===== config.mk =====
export PLATFORM = sky130hd
export DESIGN_NAME = sdram_cpu_bridge
export DESIGN_NICKNAME = d
export VERILOG_FILES = /design/src/rtl/sdram_cpu_bridge.sv
export SDC_FILE = /design/constraint.sdc
export NUM_CORES = 1
export LEC_CHECK = 0
export ABC_AREA = 1
export ABC_CLOCK_PERIOD_IN_PS = 1700
export BUFFER_PORTS_ARGS = -buffer_cell sky130_fd_sc_hd__buf_2
export CORE_AREA = 2 2 149 151
export DETAILED_ROUTE_END_ITERATION = 10
export DIE_AREA = 0 0 151 153
export GPL_TIMING_DRIVEN = 0
export PLACE_DENSITY_LB_ADDON = 0.2
export SYNTH_ARGS = -nofsm -noshare
export SYNTH_HDL_FRONTEND = slang
export SYNTH_SLANG_ARGS = --single-unit
export TNS_END_PERCENT = 1

===== constraint.sdc =====
create_clock -name CLOCK_50 -period 1.7 [get_ports CLOCK_50]
set_input_delay 0.085 -clock CLOCK_50 [delete_from_list [all_inputs] [get_ports CLOCK_50]]
set_output_delay 0.085 -clock CLOCK_50 [all_outputs]
set_load 0.01 [all_outputs]

===== src/rtl/sdram_cpu_bridge.sv =====
// CPU 16-bit word port to 32-bit SDRAM controller bridge with a one-entry pair buffer (read hits, write-through).
// Latency: read hit acks 1 cycle after the request; misses and writes wait on controller handshakes.
// Backpressure: busy is high outside IDLE and requests arriving while busy are dropped; any wait times out with an error ack.
module sdram_cpu_bridge #(
    parameter int TIMEOUT_CYCLES = 1023,
    parameter bit BUF_EN         = 1'b1
) (
    input  logic        CLOCK_50,
    input  logic        rst_n,
    input  logic [23:0] cpu_addr,
    input  logic        cpu_rd,
    input  logic        cpu_wr,
    input  logic [15:0] cpu_wdata,
    output logic [15:0] cpu_rdata,
    output logic        cpu_ack,
    output logic        cpu_err,
    output logic        busy,
    output logic [23:0] mem_address,
    output logic        mem_req_read,
    output logic        mem_req_write,
    output logic [31:0] mem_data_in,
    input  logic [31:0] mem_data_out,
    input  logic        mem_data_valid,
    input  logic        mem_write_complete
);

    typedef enum logic [2:0] {
        IDLE, RD_REQ, RD_WAIT, RD_DROP, MERGE, WR_REQ, WR_WAIT, WR_DROP
    } state_t;

    localparam logic [9:0] TMO = 10'(TIMEOUT_CYCLES);

    state_t      state;
    logic        op_wr;
    logic        half;
    logic [22:0] tag;
    logic [15:0] wdata;
    logic [31:0] buf_dat;
    logic        buf_valid;
    logic [22:0] buf_tag;
    logic [9:0]  tcnt;

    logic        hit;
    logic [31:0] merged;
    logic        in_wait;
    logic        evt;

    // Hit is judged against the live CPU address since requests are only taken in IDLE.
    assign hit     = BUF_EN && buf_valid && (cpu_addr[23:1] == buf_tag);
    assign merged  = half ? {wdata, buf_dat[15:0]} : {buf_dat[31:16], wdata};
    assign busy    = (state != IDLE);
    assign in_wait = (state == RD_WAIT) || (state == RD_DROP) ||
                     (state == WR_WAIT) || (state == WR_DROP);
    // The event that lets each wait/drop state move on.
    assign evt     = ((state == RD_WAIT) &&  mem_data_valid)     ||
                     ((state == RD_DROP) && !mem_data_valid)     ||
                     ((state == WR_WAIT) &&  mem_write_complete) ||
                     ((state == WR_DROP) && !mem_write_complete);

    // Bridge FSM: request capture, controller handshakes, pair buffer and timeout.
    always_ff @(posedge CLOCK_50 or negedge rst_n) begin
        if (!rst_n) begin
            state         <= IDLE;
            op_wr         <= 1'b0;
            half          <= 1'b0;
            tag           <= '0;
            wdata         <= '0;
            buf_dat       <= '0;
            buf_valid     <= 1'b0;
            buf_tag       <= '0;
            tcnt          <= '0;
            cpu_rdata     <= '0;
            cpu_ack       <= 1'b0;
            cpu_err       <= 1'b0;
            mem_address   <= '0;
            mem_req_read  <= 1'b0;
            mem_req_write <= 1'b0;
            mem_data_in   <= '0;
        end else begin
            cpu_ack <= 1'b0;
            cpu_err <= 1'b0;
            case (state)
                IDLE: begin
                    if (cpu_wr) begin
                        // Write wins over a simultaneous read; a hit skips the fill read.
                        op_wr       <= 1'b1;
                        half        <= cpu_addr[0];
                        tag         <= cpu_addr[23:1];
                        wdata       <= cpu_wdata;
                        mem_address <= {cpu_addr[23:1], 1'b0};
                        if (hit) begin
                            state <= MERGE;
                        end else begin
                            state        <= RD_REQ;
                            mem_req_read <= 1'b1;
                        end
                    end else if (cpu_rd) begin
                        if (hit) begin
                            cpu_ack   <= 1'b1;
                            cpu_rdata <= cpu_addr[0] ? buf_dat[31:16] : buf_dat[15:0];
                        end else begin
                            op_wr        <= 1'b0;
                            half         <= cpu_addr[0];
                            tag          <= cpu_addr[23:1];
                            mem_address  <= {cpu_addr[23:1], 1'b0};
                            state        <= RD_REQ;
                            mem_req_read <= 1'b1;
                        end
                    end
                end
                RD_REQ: begin
                    mem_req_read <= 1'b0;
                    tcnt         <= '0;
                    state        <= RD_WAIT;
                end
                RD_WAIT: begin
                    if (evt) begin
                        buf_dat   <= mem_data_out;
                        buf_valid <= BUF_EN;
                        buf_tag   <= tag;
                        if (!op_wr) begin
                            cpu_ack   <= 1'b1;
                            cpu_rdata <= half ? mem_data_out[31:16] : mem_data_out[15:0];
                        end
                        tcnt  <= '0;
                        state <= RD_DROP;
                    end
                end
                RD_DROP: begin
                    if (evt) begin
                        tcnt  <= '0;
                        state <= op_wr ? MERGE : IDLE;
                    end
                end
                MERGE: begin
                    buf_dat       <= merged;
                    mem_data_in   <= merged;
                    mem_req_write <= 1'b1;
                    state         <= WR_REQ;
                end
                WR_REQ: begin
                    mem_req_write <= 1'b0;
                    tcnt          <= '0;
                    state         <= WR_WAIT;
                end
                WR_WAIT: begin
                    if (evt) begin
                        cpu_ack <= 1'b1;
                        tcnt    <= '0;
                        state   <= WR_DROP;
                    end
                end
                WR_DROP: begin
                    if (evt) begin
                        state <= IDLE;
                    end
                end
                default: state <= IDLE;
            endcase

            // Shared timeout for all wait/drop states; overrides the case above when it fires.
            if (in_wait && !evt) begin
                if (tcnt == TMO) begin
                    cpu_ack   <= 1'b1;
                    cpu_err   <= 1'b1;
                    cpu_rdata <= '0;
                    buf_valid <= 1'b0;
                    state     <= IDLE;
                end else begin
                    tcnt <= tcnt + 10'd1;
                end
            end
        end
    end

endmodule

## After elaboration in Yosys (flattened, before gate mapping)

Index checks and enable logic that the tools add are counted.
Widths: inputs -> output; s select.

| storage, ports and cells | value |
|---|---|
| bits in registers | 186 |
| output and inout bits | 77 |

| cells by class | value |
|---|---|
| reduce and logical (&&, ||, !) cells | 28 |
| add/sub/neg operators | 1 |
| mux-type cells | 61 |
| eq/ne operators | 12 |

Operators by type and width:

| kind | count |
|---|---|
| $mux 16 | 9 |
| $mux 24 | 3 |
| $mux 23 | 3 |
| $mux 32 | 2 |
| $pmux 32 s2 | 1 |
| $mux 3 | 11 |
| $pmux 16 s2 | 1 |
| $mux 10 | 3 |
| $pmux 3 s8 | 1 |
| $eq 23x23->1 | 1 |
| $mux 1 | 23 |
| $pmux 10 s2 | 1 |
| $eq 3x3->1 const B | 4 |
| $add 10x1->10 const B | 1 |
| $eq 10x10->1 const B | 1 |
| $reduce_and 2->1 | 4 |
| $reduce_bool 2->1 | 4 |
| $eq 3x2->1 const B | 2 |
| $logic_and 1x1->1 | 6 |
| $logic_or 1x1->1 | 6 |
| $ne 2x2->1 const B | 2 |
| $pmux 1 s2 | 2 |
| $eq 3x1->1 const B | 1 |
| $logic_not 1->1 | 3 |
| 7 further kinds | 7 |

## Logic depth before layout (Yosys ltp)

| depth | value |
|---|---|
| depth in word-level cells | 9 |
| depth in mapped cells | 14 |
| gate-level depth less buffers | 13 |

## Worst setup path before layout

No wires, ideal clock.

| timing path | value |
|---|---|
| path kind | register to register |
| start point | register state[2] |
| end point | register mem_address[16] |
| cell stages (with the launch flop) | 11 |
| period minus slack after synthesis | 1.612 ns |
| path buffers | 2 |
| required time | 1.582 ns |
| data arrival time | 1.494 ns |
| setup slack | 0.088 ns |
| cell sequence | dfrtp_1 -> inv_2 -> nand2_2 -> nor2_4 -> inv_2 -> a21oi_1 -> nand2_1 -> buf_6 -> buf_6 -> nand2_1 -> o21ai_2 |

| on the way | value |
|---|---|
| longest elaborated chain between the ends | 2 |

Ends and longest elaborated chain:

| item | RTL line | RTL |
|---|---|---|
| start: declaration | 33 | `state_t state;` |
| start signal: assignment | 132 | `state <= op_wr ? MERGE : IDLE;` |
| $logic_not 3->1 | 82 | `case (state)` |
| $reduce_and 3->1 (no line) | - |  |
| end signal: assignment | 90 | `mem_address <= {cpu_addr[23:1], 1'b0};` |
| end signal: assignment | 105 | `mem_address <= {cpu_addr[23:1], 1'b0};` |
| end: declaration | 18 | `output logic [23:0] mem_address,` |

No other way between the ends.
A chain may end at the register's enable or synchronous reset.

## Worst setup path after layout

| timing path | value |
|---|---|
| start point | register state[2] |
| end point | register mem_address[21] |

The elaborated chain is that of the path after synthesis.

==> results by group <==
Clock network
  – Clk pin slew, worst setup/hold paths: about 0.07 ns
  – CTS buffer count: 17
  – Clock latency on the worst-skew pair: ~0.44 ns
  – H-tree Lvls: 4
  – Largest buffer count on any clock path: 2
  – CTS Sinks: 162
  – CTS tree: built
  – Clk root buf: clkbuf_16

Critical path
  – FF-to-FF setup slack: -0.18 ns
  – R2R cell count: 10
  – CP startpoint kind: register
  – Critical Path Max Stage Delay: between 0.4 and 0.5 ns
  – Worst Setup SP: state[2]
  – Worst Setup End Kind: register
  – CP Max Fanout: 10
  – Crit Path Class: reg -> reg
  – Worst endpoint data arrival time: 2.20 ns
  – Critical path, cell by cell: inv_4, nand2_4, nor2_4, inv_2, a21oi_1, nand2_4, buf_12, buf_12, nand2_1, o21ai_2
  – Reg-to-reg startpoint: state[2]
  – Worst endpoint required time: just over 2 ns
  – Worst R2R End: mem_address[21]
  – Worst-path cell with the longest stage delay: dfrtp_2
  – Worst Setup EP: mem_address[21]

Logic synthesis
  – Synth Register Bits: 162
  – Post-Synth Simple-Gate Area: about a quarter
  – Synth Area in Compound Gates: approximately 17%
  – Predominant post-synthesis flop cell: dfrtp_1
  – Sequential fraction of the synthesis area: about 48%
  – Synth Area in XOR/XNOR: 0.7213%
  – Combinational family with the most area after synthesis: simple AND/OR/NAND/NOR gates
  – Post-synthesis cell type count: 39
  – Post-synth top area cell: dfrtp_1
  – Post-synth ARST share: between 90% and 100%
  – Post-Synthesis Cell Area: ~8500 um2
  – Post-Synthesis Cells: 1146
  – Synth warn: 0
  – Largest cells by area after synthesis: dfrtp_1 (48%), nand2_1 (16%), o21ai_0 (7.7%)
  – Synth Area per Inst: approximately 7.4 um2
  – Mux share of post-synthesis cell area: less than 1%
  – Synth Area in Adders: less than 1%
  – Top-area cell type share of the netlist area: 47.70%
  – Number of synthesized flops with an enable pin: 0
  – Syn nets: between 1000 and 1500

Layout
  – Layout cells sized above 1: between 20% and 30%
  – Ant diodes: 0
  – Net count, final: between 1000 and 1500
  – Area growth from synthesis to layout: 34.24%
  – Fillers: around 2100
  – Final Core Density: between 50% and 60%

GRT
  – Largest net degree at the start of global routing: 84
  – Total grt overflow: 0
  – Vias in the first global route: 8498
  – First-pass GRT wire length: 44.17 mm
  – Antenna violations before repair: 1
  – GRT Resource Usage Total: 24.72%

STA
  – Fin. Hold Viols: 1
  – Fmax: 533.3 MHz
  – Hold Slack: -0.01045 ns
  – Clk_skew: approximately 0.011 ns
  – Setup slack after layout: -0.1751 ns
  – Least-Margin Pin Slew: ~0.64 ns
  – Final Max Tran Viols: 0
  – Final period utilization: 110.3%
  – Setup Viol. Count Final: between 40 and 50
  – Final setup TNS: -5.601 ns
  – Slew HR: between 50 and 60%
  – Post-route minimum period: 1.875 ns
  – RSZ-0062 raised after global routing: true

Power and ir drop
  – Peak supply drop: roughly 1000 uV
  – P per Cell Area: around 1800 nW/um2
  – Leakage power: between 5 and 6 nW
  – Post-layout power: between 0.02 and 0.025 W

Drt
  – DRT Wirelength: 28.02 mm
  – Post-detailed-route DRC marker count: 0
  – Post-route ant nets: 0
  – DR vias/cell: 5.110
  – DR vias: 8626
  – Iter 0 DRT Violations: about 590
  – First drt pass iteration count: 5
  – Wire length per cell: ~17 um

Die
  – Core area: approximately 21000 um2
  – DIE HEIGHT: 153 um
  – Num rows: between 50 and 60
  – Starting Density: between 30% and 40%
  – I/O pin cnt: 155
  – Width of the die: 151 um
  – Die area: approximately 23000 um2

Run status
  – Status: finished with violations
  – Failing checks: hold timing, setup timing

Hold path
  – Hold Path Class: in -> reg

Flow run
  – Max cap viols: 0

Placement
  – PortBufs: roughly 150
  – DP HPWL: roughly 20 mm
  – GPL Wtd Cong: about 0.88
[synth_stat cells (all sizes together), types with 9 or more instances]
| cell type | number |
|---|---|
| o21ai | 161 |
| nand2 | 373 |
| nand4 | 25 |
| dfrtp | 162 |
| a31oi | 23 |
| nor2 | 83 |
| nand3 | 32 |
| o311ai | 9 |
| buf | 22 |
| inv | 129 |
| clkbuf | 39 |
| a21oi | 59 |
[metal layers]
| metal | GRT usage (%) | share of wire [%] | vias up |
|---|---|---|---|
| li1 | - | - | 4202 |
| met1 | 33.32 | 43 | 4068 |
| met2 | 39.68 | 47 | 305 |
| met3 | 5.164 | 7.2 | 51 |
| met4 | 8.233 | 2.5 | 0 |
| met5 | 0 | 0 | - |
[final cells by class]
| cell class | count | area (um2) | area share (%) |
|---|---|---|---|
| clock buffer | 17 | 425.4 | 3.728 |
| tap | 280 | 350.3 | 3.071 |
| timing repair buffer | 230 | 1580 | 13.85 |
| inverter | 131 | 500.5 | 4.386 |
| multi-input combinational | 792 | 3900 | 34.18 |
| sequential | 162 | 4056 | 35.55 |
| buffer | 61 | 425.4 | 3.728 |
| clock inverter | 15 | 171.4 | 1.502 |
[placed cells by master (no fill, tap or decap), types with 12 or more instances in the layout]
cell type and count:
nor2_1 70, clkbuf_16 19, nand2_2 21, inv_1 112, a21oi_2 12, nand3_1 21
a21oi_1 47, clkbuf_1 18, a31oi_1 23, nand4_1 25, o21ai_0 130, buf_4 19
dfrtp_1 160, o21ai_1 25, buf_2 158, dlygate4sd3_1 64, nand2_1 345, inv_2 15
[registers in the layout, summed over array words and instances (netlist names), 3 cells and up]
name	count
state	3
cpu_rdata	16
mem_data_in	32
wdata	16
buf_tag	23
tcnt	10
buf_dat	32
mem_address	23
[worst max-delay path, delay by kind of cell (launching register included)]
| kind | cells | cell delay [ns] |
|---|---|---|
| simple gates | 4 | 0.46 |
| compound gates | 2 | 0.31 |
| buf+inv | 4 | 0.52 |
| flops | 1 | 0.48 |
[timing repair]
| item | 4_1_cts | 5_1_grt |
|---|---|---|
| cloned | 0 | 3 |
| hold buffers | 64 | 0 |
| resized for setup | 45 | 106 |
| hold endpoints to repair | 142 | 0 |
| setup buffers | 3 | 7 |
| endpoints found under the setup margin | 152 | 150 |
| pin swaps | 4 | 20 |
[where the power goes]
group          leakage [nW]  switching (W)  internal, W  total, W
logic                  3.58        0.00587      0.00361   0.00948
clock network         0.290        0.00179      0.00221   0.00400
registers              1.95        0.00118      0.00563   0.00681
total                  5.82        0.00883       0.0115    0.0203
[logic make-up after synthesis]
group | count (synthesis)
AND/OR/NAND/NOR | 519
AO/OA/AOI/OAI | 260
buffers and inverters | 192
flip-flops | 162
XOR/XNOR | 7
multiplexers | 4
adder cells (fa/ha/maj) | 1
other | 1
[how the worst min path moves through the flow]
| stage | from | to | slack [ns] | cells past startpoint |
|---|---|---|---|---|
| finish | mem_data_out[8] | buf_dat[8] | -0.01 | 3 |
| global route | mem_data_out[8] | buf_dat[8] | 0.02 | 3 |
| CTS | mem_data_out[8] | buf_dat[8] | 0.02 | 3 |
| detailed placement | rst_n | mem_data_in[12] | 0.12 | 1 |
| global placement | cpu_wdata[14] | wdata[14] | 0.30 | 3 |
| floorplan | rst_n | buf_dat[0] | -0.21 | 0 |
[stage by stage]
step | cells | hold slack, ns | worst slack [ns] | cell area, um2
after floorplan | 1146 | -0.2106 | 0.08795 | 8499
final | 1688 | -0.01045 | -0.1751 | 11410
after global routing | 1688 | 0.02207 | -0.3064 | 11410
after CTS | 1678 | 0.01921 | -0.1510 | 11010
after detailed placement | 1579 | 0.1195 | -0.5122 | 9648
after global placement | 1578 | 0.2987 | -2.134 | 9610
Power figures use the tool's default switching activity.
